### config.mk
export PLATFORM = sky130hd
export DESIGN_NAME = ft_axis_pkt_fifo
export DESIGN_NICKNAME = d
export VERILOG_FILES = /design/src/rtl/ft_axis_pkg.sv /design/src/rtl/ft_sync_fifo_mem.sv /design/src/rtl/ft_axis_pkt_fifo.sv
export SDC_FILE = /design/constraint.sdc
export NUM_CORES = 1
export LEC_CHECK = 0
export ABC_CLOCK_PERIOD_IN_PS = 8500
export BUFFER_PORTS_ARGS = -buffer_cell sky130_fd_sc_hd__buf_2
export CAP_MARGIN = 0
export CORE_MARGIN = 4
export CORE_UTILIZATION = 24
export DETAILED_ROUTE_END_ITERATION = 10
export GPL_TIMING_DRIVEN = 0
export SLEW_MARGIN = 15
export SYNTH_ARGS = -nofsm -noshare
export SYNTH_HDL_FRONTEND = slang
export SYNTH_SLANG_ARGS = --single-unit
### constraint.sdc
create_clock -name s_axis_aclk -period 8.5 [get_ports s_axis_aclk]
set_clock_uncertainty 0.1 [all_clocks]
set_input_delay 0.85 -clock s_axis_aclk [delete_from_list [all_inputs] [get_ports s_axis_aclk]]
set_output_delay 0.85 -clock s_axis_aclk [all_outputs]
set_load 0.02 [all_outputs]
### src/rtl/ft_axis_pkg.sv
// Shared definitions for the AXI-Stream packet FIFO.
// Latency: n/a (types, constants and a constant function only).
// Backpressure: n/a.
//
// Contents:
//   clog2       - constant function that sizes address fields from DEPTH
//   ft_entry_t  - layout of one stored beat {tlast, tkeep, tdata} at the default 64-bit width
//   LED_*       - bit positions inside leds_4bits_tri_o
package ft_axis_pkg;

  function automatic int clog2(input int value);
    int r;
    r = 0;
    while ((1 << r) < value) r++;
    return r;
  endfunction

  localparam int DEF_TDATA_WIDTH = 64;
  localparam int DEF_TDATA_BYTES = 8;

  // The top level declares the same field order at its own parameterised widths.
  typedef struct packed {
    logic                       tlast;
    logic [DEF_TDATA_BYTES-1:0] tkeep;
    logic [DEF_TDATA_WIDTH-1:0] tdata;
  } ft_entry_t;

  localparam int LED_FULL   = 3;
  localparam int LED_EMPTY  = 2;
  localparam int LED_TOGGLE = 1;
  localparam int LED_FORCED = 0;

endpackage

### src/rtl/ft_sync_fifo_mem.sv
// Register-array storage for the packet FIFO: one synchronous write port, one asynchronous read port.
// Latency: write lands on the clock edge; read data follows i_rd_addr combinationally.
// Backpressure: none here, the caller gates i_wr_en.
//
// Ports:
//   i_clk      - write clock
//   i_wr_en    - write strobe
//   i_wr_addr  - write address
//   i_wr_dat   - write data
//   i_rd_addr  - read address
//   o_rd_dat   - read data (combinational)
module ft_sync_fifo_mem
  import ft_axis_pkg::*;
#(
  parameter  int DEPTH  = 16,
  parameter  int WIDTH  = 73,
  localparam int ADDR_W = clog2(DEPTH)
) (
  input  logic              i_clk,
  input  logic              i_wr_en,
  input  logic [ADDR_W-1:0] i_wr_addr,
  input  logic [WIDTH-1:0]  i_wr_dat,
  input  logic [ADDR_W-1:0] i_rd_addr,
  output logic [WIDTH-1:0]  o_rd_dat
);

  // Contents are deliberately left unreset; the pointers define what is valid.
  logic [WIDTH-1:0] r_mem [DEPTH];

  always_ff @(posedge i_clk) begin
    if (i_wr_en) r_mem[i_wr_addr] <= i_wr_dat;
  end

  assign o_rd_dat = r_mem[i_rd_addr];

endmodule

### src/rtl/ft_axis_pkt_fifo.sv
// AXI-Stream FIFO with tkeep byte masking, optional store-and-forward packet mode and debug status.
// Latency: 1 cycle from ingress accept to egress valid; no same-cycle bypass; first-word fall-through.
// Backpressure: s_axis_tready drops only when full; egress holds its beat while tvalid & ~tready.
//
// Ports:
//   s_axis_aclk / s_axis_aresetn       - clock, asynchronous active-low reset
//   s_axis_t{data,keep,last,valid,ready} - ingress stream
//   m_axis_t{data,keep,last,valid,ready} - egress stream (masked bytes read back as zero)
//   fill_level                          - beats stored, 0..DEPTH
//   pkt_count                           - tlast beats delivered on egress, wrapping
//   leds_4bits_tri_o                    - {full, empty, tlast_toggle, forced_release}
module ft_axis_pkt_fifo
  import ft_axis_pkg::*;
#(
  parameter  int TDATA_WIDTH = 64,
  parameter  int TDATA_BYTES = 8,
  parameter  int DEPTH       = 16,
  parameter  int PACKET_MODE = 0,
  parameter  int KEEP_PASS   = 1,
  parameter  int CNT_W       = 16,
  localparam int ADDR_W      = clog2(DEPTH)
) (
  input  logic                   s_axis_aclk,
  input  logic                   s_axis_aresetn,
  input  logic [TDATA_WIDTH-1:0] s_axis_tdata,
  input  logic [TDATA_BYTES-1:0] s_axis_tkeep,
  input  logic                   s_axis_tlast,
  input  logic                   s_axis_tvalid,
  output logic                   s_axis_tready,
  output logic [TDATA_WIDTH-1:0] m_axis_tdata,
  output logic [TDATA_BYTES-1:0] m_axis_tkeep,
  output logic                   m_axis_tlast,
  output logic                   m_axis_tvalid,
  input  logic                   m_axis_tready,
  output logic [ADDR_W:0]        fill_level,
  output logic [CNT_W-1:0]       pkt_count,
  output logic [3:0]             leds_4bits_tri_o
);

  typedef struct packed {
    logic                   tlast;
    logic [TDATA_BYTES-1:0] tkeep;
    logic [TDATA_WIDTH-1:0] tdata;
  } entry_t;

  localparam logic [ADDR_W:0]  PTR_ONE = {{ADDR_W{1'b0}}, 1'b1};
  localparam logic [CNT_W-1:0] CNT_ONE = {{(CNT_W-1){1'b0}}, 1'b1};

  logic [ADDR_W:0]  r_wr_ptr;
  logic [ADDR_W:0]  r_rd_ptr;
  logic [ADDR_W:0]  r_stored_pkts;
  logic [CNT_W-1:0] r_pkt_count;
  logic             r_run;
  logic             r_forced;
  logic             r_toggle;

  logic   w_empty;
  logic   w_full;
  logic   w_wr;
  logic   w_rd;
  logic   w_release;
  entry_t w_wr_ent;
  entry_t w_rd_ent;

  assign w_empty = (r_wr_ptr == r_rd_ptr);
  assign w_full  = (r_wr_ptr[ADDR_W-1:0] == r_rd_ptr[ADDR_W-1:0]) &&
                   (r_wr_ptr[ADDR_W] != r_rd_ptr[ADDR_W]);

  // r_run holds the ports quiet until the first edge after reset is released.
  assign s_axis_tready = r_run & ~w_full;
  assign w_wr          = s_axis_tvalid & s_axis_tready;

  // Store-and-forward releases only once a complete packet is held, or once an
  // oversize packet has filled the buffer and must drain cut-through.
  assign w_release     = (PACKET_MODE == 0) ? 1'b1 : ((r_stored_pkts != '0) | r_forced);
  assign m_axis_tvalid = r_run & ~w_empty & w_release;
  assign w_rd          = m_axis_tvalid & m_axis_tready;

  always_comb begin
    w_wr_ent       = '0;
    w_wr_ent.tlast = s_axis_tlast;
    w_wr_ent.tkeep = s_axis_tkeep;
    for (int i = 0; i < TDATA_BYTES; i++) begin
      w_wr_ent.tdata[8*i +: 8] = s_axis_tkeep[i] ? s_axis_tdata[8*i +: 8] : 8'h00;
    end
  end

  ft_sync_fifo_mem #(
    .DEPTH (DEPTH),
    .WIDTH (TDATA_WIDTH + TDATA_BYTES + 1)
  ) u_mem (
    .i_clk     (s_axis_aclk),
    .i_wr_en   (w_wr),
    .i_wr_addr (r_wr_ptr[ADDR_W-1:0]),
    .i_wr_dat  (w_wr_ent),
    .i_rd_addr (r_rd_ptr[ADDR_W-1:0]),
    .o_rd_dat  (w_rd_ent)
  );

  assign m_axis_tdata = w_rd_ent.tdata;
  assign m_axis_tkeep = (KEEP_PASS != 0) ? w_rd_ent.tkeep : {TDATA_BYTES{1'b1}};
  assign m_axis_tlast = w_rd_ent.tlast;

  always_ff @(posedge s_axis_aclk or negedge s_axis_aresetn) begin
    if (!s_axis_aresetn) begin
      r_run         <= 1'b0;
      r_wr_ptr      <= '0;
      r_rd_ptr      <= '0;
      r_stored_pkts <= '0;
      r_pkt_count   <= '0;
      r_forced      <= 1'b0;
      r_toggle      <= 1'b0;
    end else begin
      r_run <= 1'b1;
      if (w_wr) r_wr_ptr <= r_wr_ptr + PTR_ONE;
      if (w_rd) r_rd_ptr <= r_rd_ptr + PTR_ONE;
      if (w_rd && w_rd_ent.tlast) begin
        r_pkt_count <= r_pkt_count + CNT_ONE;
        r_toggle    <= ~r_toggle;
      end
      if (PACKET_MODE != 0) begin
        case ({w_wr && s_axis_tlast, w_rd && w_rd_ent.tlast})
          2'b10:   r_stored_pkts <= r_stored_pkts + PTR_ONE;
          2'b01:   r_stored_pkts <= r_stored_pkts - PTR_ONE;
          default: r_stored_pkts <= r_stored_pkts;
        endcase
        // Full with no complete packet inside can only be an oversize packet.
        if (w_rd && w_rd_ent.tlast) r_forced <= 1'b0;
        else if (w_full && (r_stored_pkts == '0)) r_forced <= 1'b1;
      end
    end
  end

  assign fill_level = r_wr_ptr - r_rd_ptr;
  assign pkt_count  = r_pkt_count;

  always_comb begin
    leds_4bits_tri_o             = '0;
    leds_4bits_tri_o[LED_FULL]   = w_full;
    leds_4bits_tri_o[LED_EMPTY]  = w_empty;
    leds_4bits_tri_o[LED_TOGGLE] = r_toggle;
    leds_4bits_tri_o[LED_FORCED] = r_forced;
  end

endmodule
==> summary.md <==
| Metric | Value |
|---|---|
| P per Cell Area | ~330 nW/µm² |
| Synth Register Bits | 1196 |
| Core area | 191000 µm² |
| Floorplan row count | 160 |
| RSZ-0062 raised after global routing | false |
| Maximum clock frequency | approximately 0.17 GHz |
| Vias post-DR | 22800 |
| Cells after Synth | 2248 |
| Tcrit/Tclk final | 0.713 |
| First-pass GRT wire length | 172000 µm |
| Worst r2r path cells | 13 |
| Hold crit path type | primary input to asynchronous set/reset pin |
| Die Y | 447 µm |
| Post-CTS setup repair buffer count | 0 |
| GR Util All Layers | 0.120 |
| CTS H-Tree Depth | 3 |
| Initial antenna violation count | 23 |
| Clk slew on worst S/H paths | 0.07 ns |
| Routed WL per cell | ~23 µm |
| Total wire length | 121000 µm |
| Vias in the first global route | about 23000 |
| Leakage | 0.0177 µW |
| PostCTS Resize Cnt | 0 |
| DRT antenna net count | 1 |
| Synth unique cells | 43 |
| Ys async rst share | 0.0234 |
| Count of final setup violators | 0 |
| DP Area | between 50000 and 60000 µm² |
| Die width | 447 µm |
| Max-slew headroom | 0.131 |
| Pins over their slew limit | 0 |
| Num CTS Buffers | approximately 120 |
| Worst Setup End Kind | primary output |
| Syn Nets | 2336 |
| CP arrival | between 5 and 6 ns |
| Sink Count | 1196 |
| Failing checks | antenna violations |
| Final WS setup | 2.44 ns |
| Post-Syn Area | 46200 µm² |
| Status | complete, but fails checks |
| Hold buffer count at CTS | 0 |
| TritonCTS clock tree | yes |
| TNS Setup | 0 ns |
| Worst-margin pin slew | 1.30 ns |
| Post-DP HPWL | around 78000 µm |
| Area Overhead vs Synth | 18.7% |
| Synth Warn # | 1 |
| Share of cells above drive strength 1 | 0.275 |
| Drc violations | 0 |
| Max_cap viols | 0 |
| Bufs on Longest Clock Path | 3 |
| Pin count of the biggest net entering global routing | 41 |
| I/O Pins | 177 |
| Dpl ws | 2.94 ns |
| Initial core utilization | 0.242 |
| Sequential share of the synthesized area | 0.774 |
| 1st-iter DRT viols | 2160 |
| Die ar. | between 150000 and 200000 µm² |
| Mean number of vias per cell | 4.40 |
| Final net count | 2656 |
| Synthesized area per cell | 20.6 µm² |
| Critical Path RT | approximately 7.6 ns |
| Clk_lat worst skew | 0.73 ns |
| EDFF count, synth | 1168 |
| Crit path max fanout | 10 |
| R2r setup slk | 3.01 ns |
| Final cell count without fillers | between 5000 and 6000 |
| Post-synth top flop | edfxtp_1 |
| Placed cells | 4961 |
| Final hold vios | 0 |
| Peak VDD IR | 0.172 mV |
| Worst hold slack | 0.127 ns |
| Routability cong. | between 0.7 and 0.8 |
| Kind of critical path | flop to primary output |
| Pre-antenna DRT Iters | 5 |
| PortBufs | 175 |
| Tmin final | 6.06 ns |
| Root buffer cell | clkbuf_16 |
| Startpoint Class | flop |
| GR Overflow Total | 0 |
| Design Area, Final | 54900 µm² |
flip-flops by register name, summed over array words and instances (netlist names):
signal / cells
r_toggle: 1
u_mem.r_mem: 1168
r_wr_ptr: 5
r_run: 1
pkt_count: 16
r_rd_ptr: 5
where the power goes:
part           switching [µW]  internal [µW]
clock                    2240           3030
sequential                104           6800
combinational            3700           2180
through the flow:
stage                      util  total power (µW)
after floorplan               -             10700
after global placement    0.263             13100
after detailed placement  0.267             13100
after CTS                 0.287             18400
after global routing      0.288             18900
final                     0.288             18100
cells in the final DEF (no fill, tap or decap), types with 15 or more instances in the layout:
master     count
and2_1        65
edfxtp_1    1168
mux4_2       288
buf_12        15
dfrtp_1       28
a31oi_1       72
and2_4        16
nand2_1      300
clkbuf_1      85
and3_1        74
clkinv_1      25
buf_2        208
bufinv_16     16
clkinv_2      26
clkbuf_16    118
critical path, stage by stage, from the launching register on:
cell and delay [ns]:
dfrtp_1 0.57, clkbuf_2 0.63, clkbuf_1 0.86, clkbuf_1 0.82
mux4_2 0.38, nand2_1 0.06, a31oi_1 0.73, buf_2 0.30
cell usage after synthesis, drive strengths merged, types with 2 or more instances:
cell | count | area share
edfxtp | 1168 | 0.76
nand2 | 300 | 0.024
mux4 | 288 | 0.14
and2 | 81 | 0.011
and3 | 75 | 0.010
a31oi | 72 | 0.0097
clkbuf | 70 | 0.0057
buf | 52 | 0.0060
dfrtp | 28 | 0.015
xor2 | 15 | 0.0030
inv | 13 | 0.0011
xnor2 | 13 | 0.0025
ha | 10 | 0.0027
nor3 | 8 | 0.0012
nand4 | 6 | 0.00081
nor2 | 6 | 0.00049
mux2 | 4 | 0.00097
mux2i | 4 | 0.00087
nand3 | 4 | 0.00043
nor4 | 4 | 0.00054
nor2b | 3 | 0.00041
nor3b | 3 | 0.00049
a21o | 2 | 0.00032
a21oi | 2 | 0.00022
conb | 2 | 0.00016
nand2b | 2 | 0.00027
o21ai | 2 | 0.00022
o31ai | 2 | 0.00032
path summary, 6_finish.rpt:
| check | startpoint | end |
|---|---|---|
| max | r_rd_ptr[1] | m_axis_tkeep[4] |
| min | s_axis_aresetn | pkt_count[13] |
| max reg2reg | r_rd_ptr[2] | u_mem.r_mem[5][72] |
| min reg2reg | pkt_count[15] | pkt_count[15] |
| max in group asynchronous | s_axis_aresetn | pkt_count[2] |
| min in group s_axis_aclk | pkt_count[15] | pkt_count[15] |
layer usage:
metal | track usage | part of all wire
met1 | 0.151 | 0.40
met5 | 0 | 0.00030
met3 | 0.0227 | 0.054
met4 | 0.0348 | 0.027
met2 | 0.209 | 0.51
cell families (layout without fill, tap and decap cells):
| group | Yosys count | after routing | synth area share |
|---|---|---|---|
| other cells | 2 | 16 | 0.000162 |
| fa+ha+maj | 11 | 11 | 0.00314 |
| simple gates | 494 | 494 | 0.0505 |
| buf+inv | 135 | 553 | 0.0127 |
| mux | 296 | 296 | 0.142 |
| xor+xnor | 28 | 28 | 0.00547 |
| compound gates | 86 | 86 | 0.0120 |
| flops | 1196 | 1196 | 0.774 |
area by class of cell:
type                       instances  area (µm²)
fill                           18600      136000
sequential                      1196       35800
multi-input combinational        917        9910
tap                             2511        3140
clock buffer                     134        3010
timing repair buffer             202        1510
clock inverter                    82         897
buffer                           122         542
inverter                          13        48.8
antenna                           14        35.0
No activity file was read; power rests on OpenSTA's default activity.
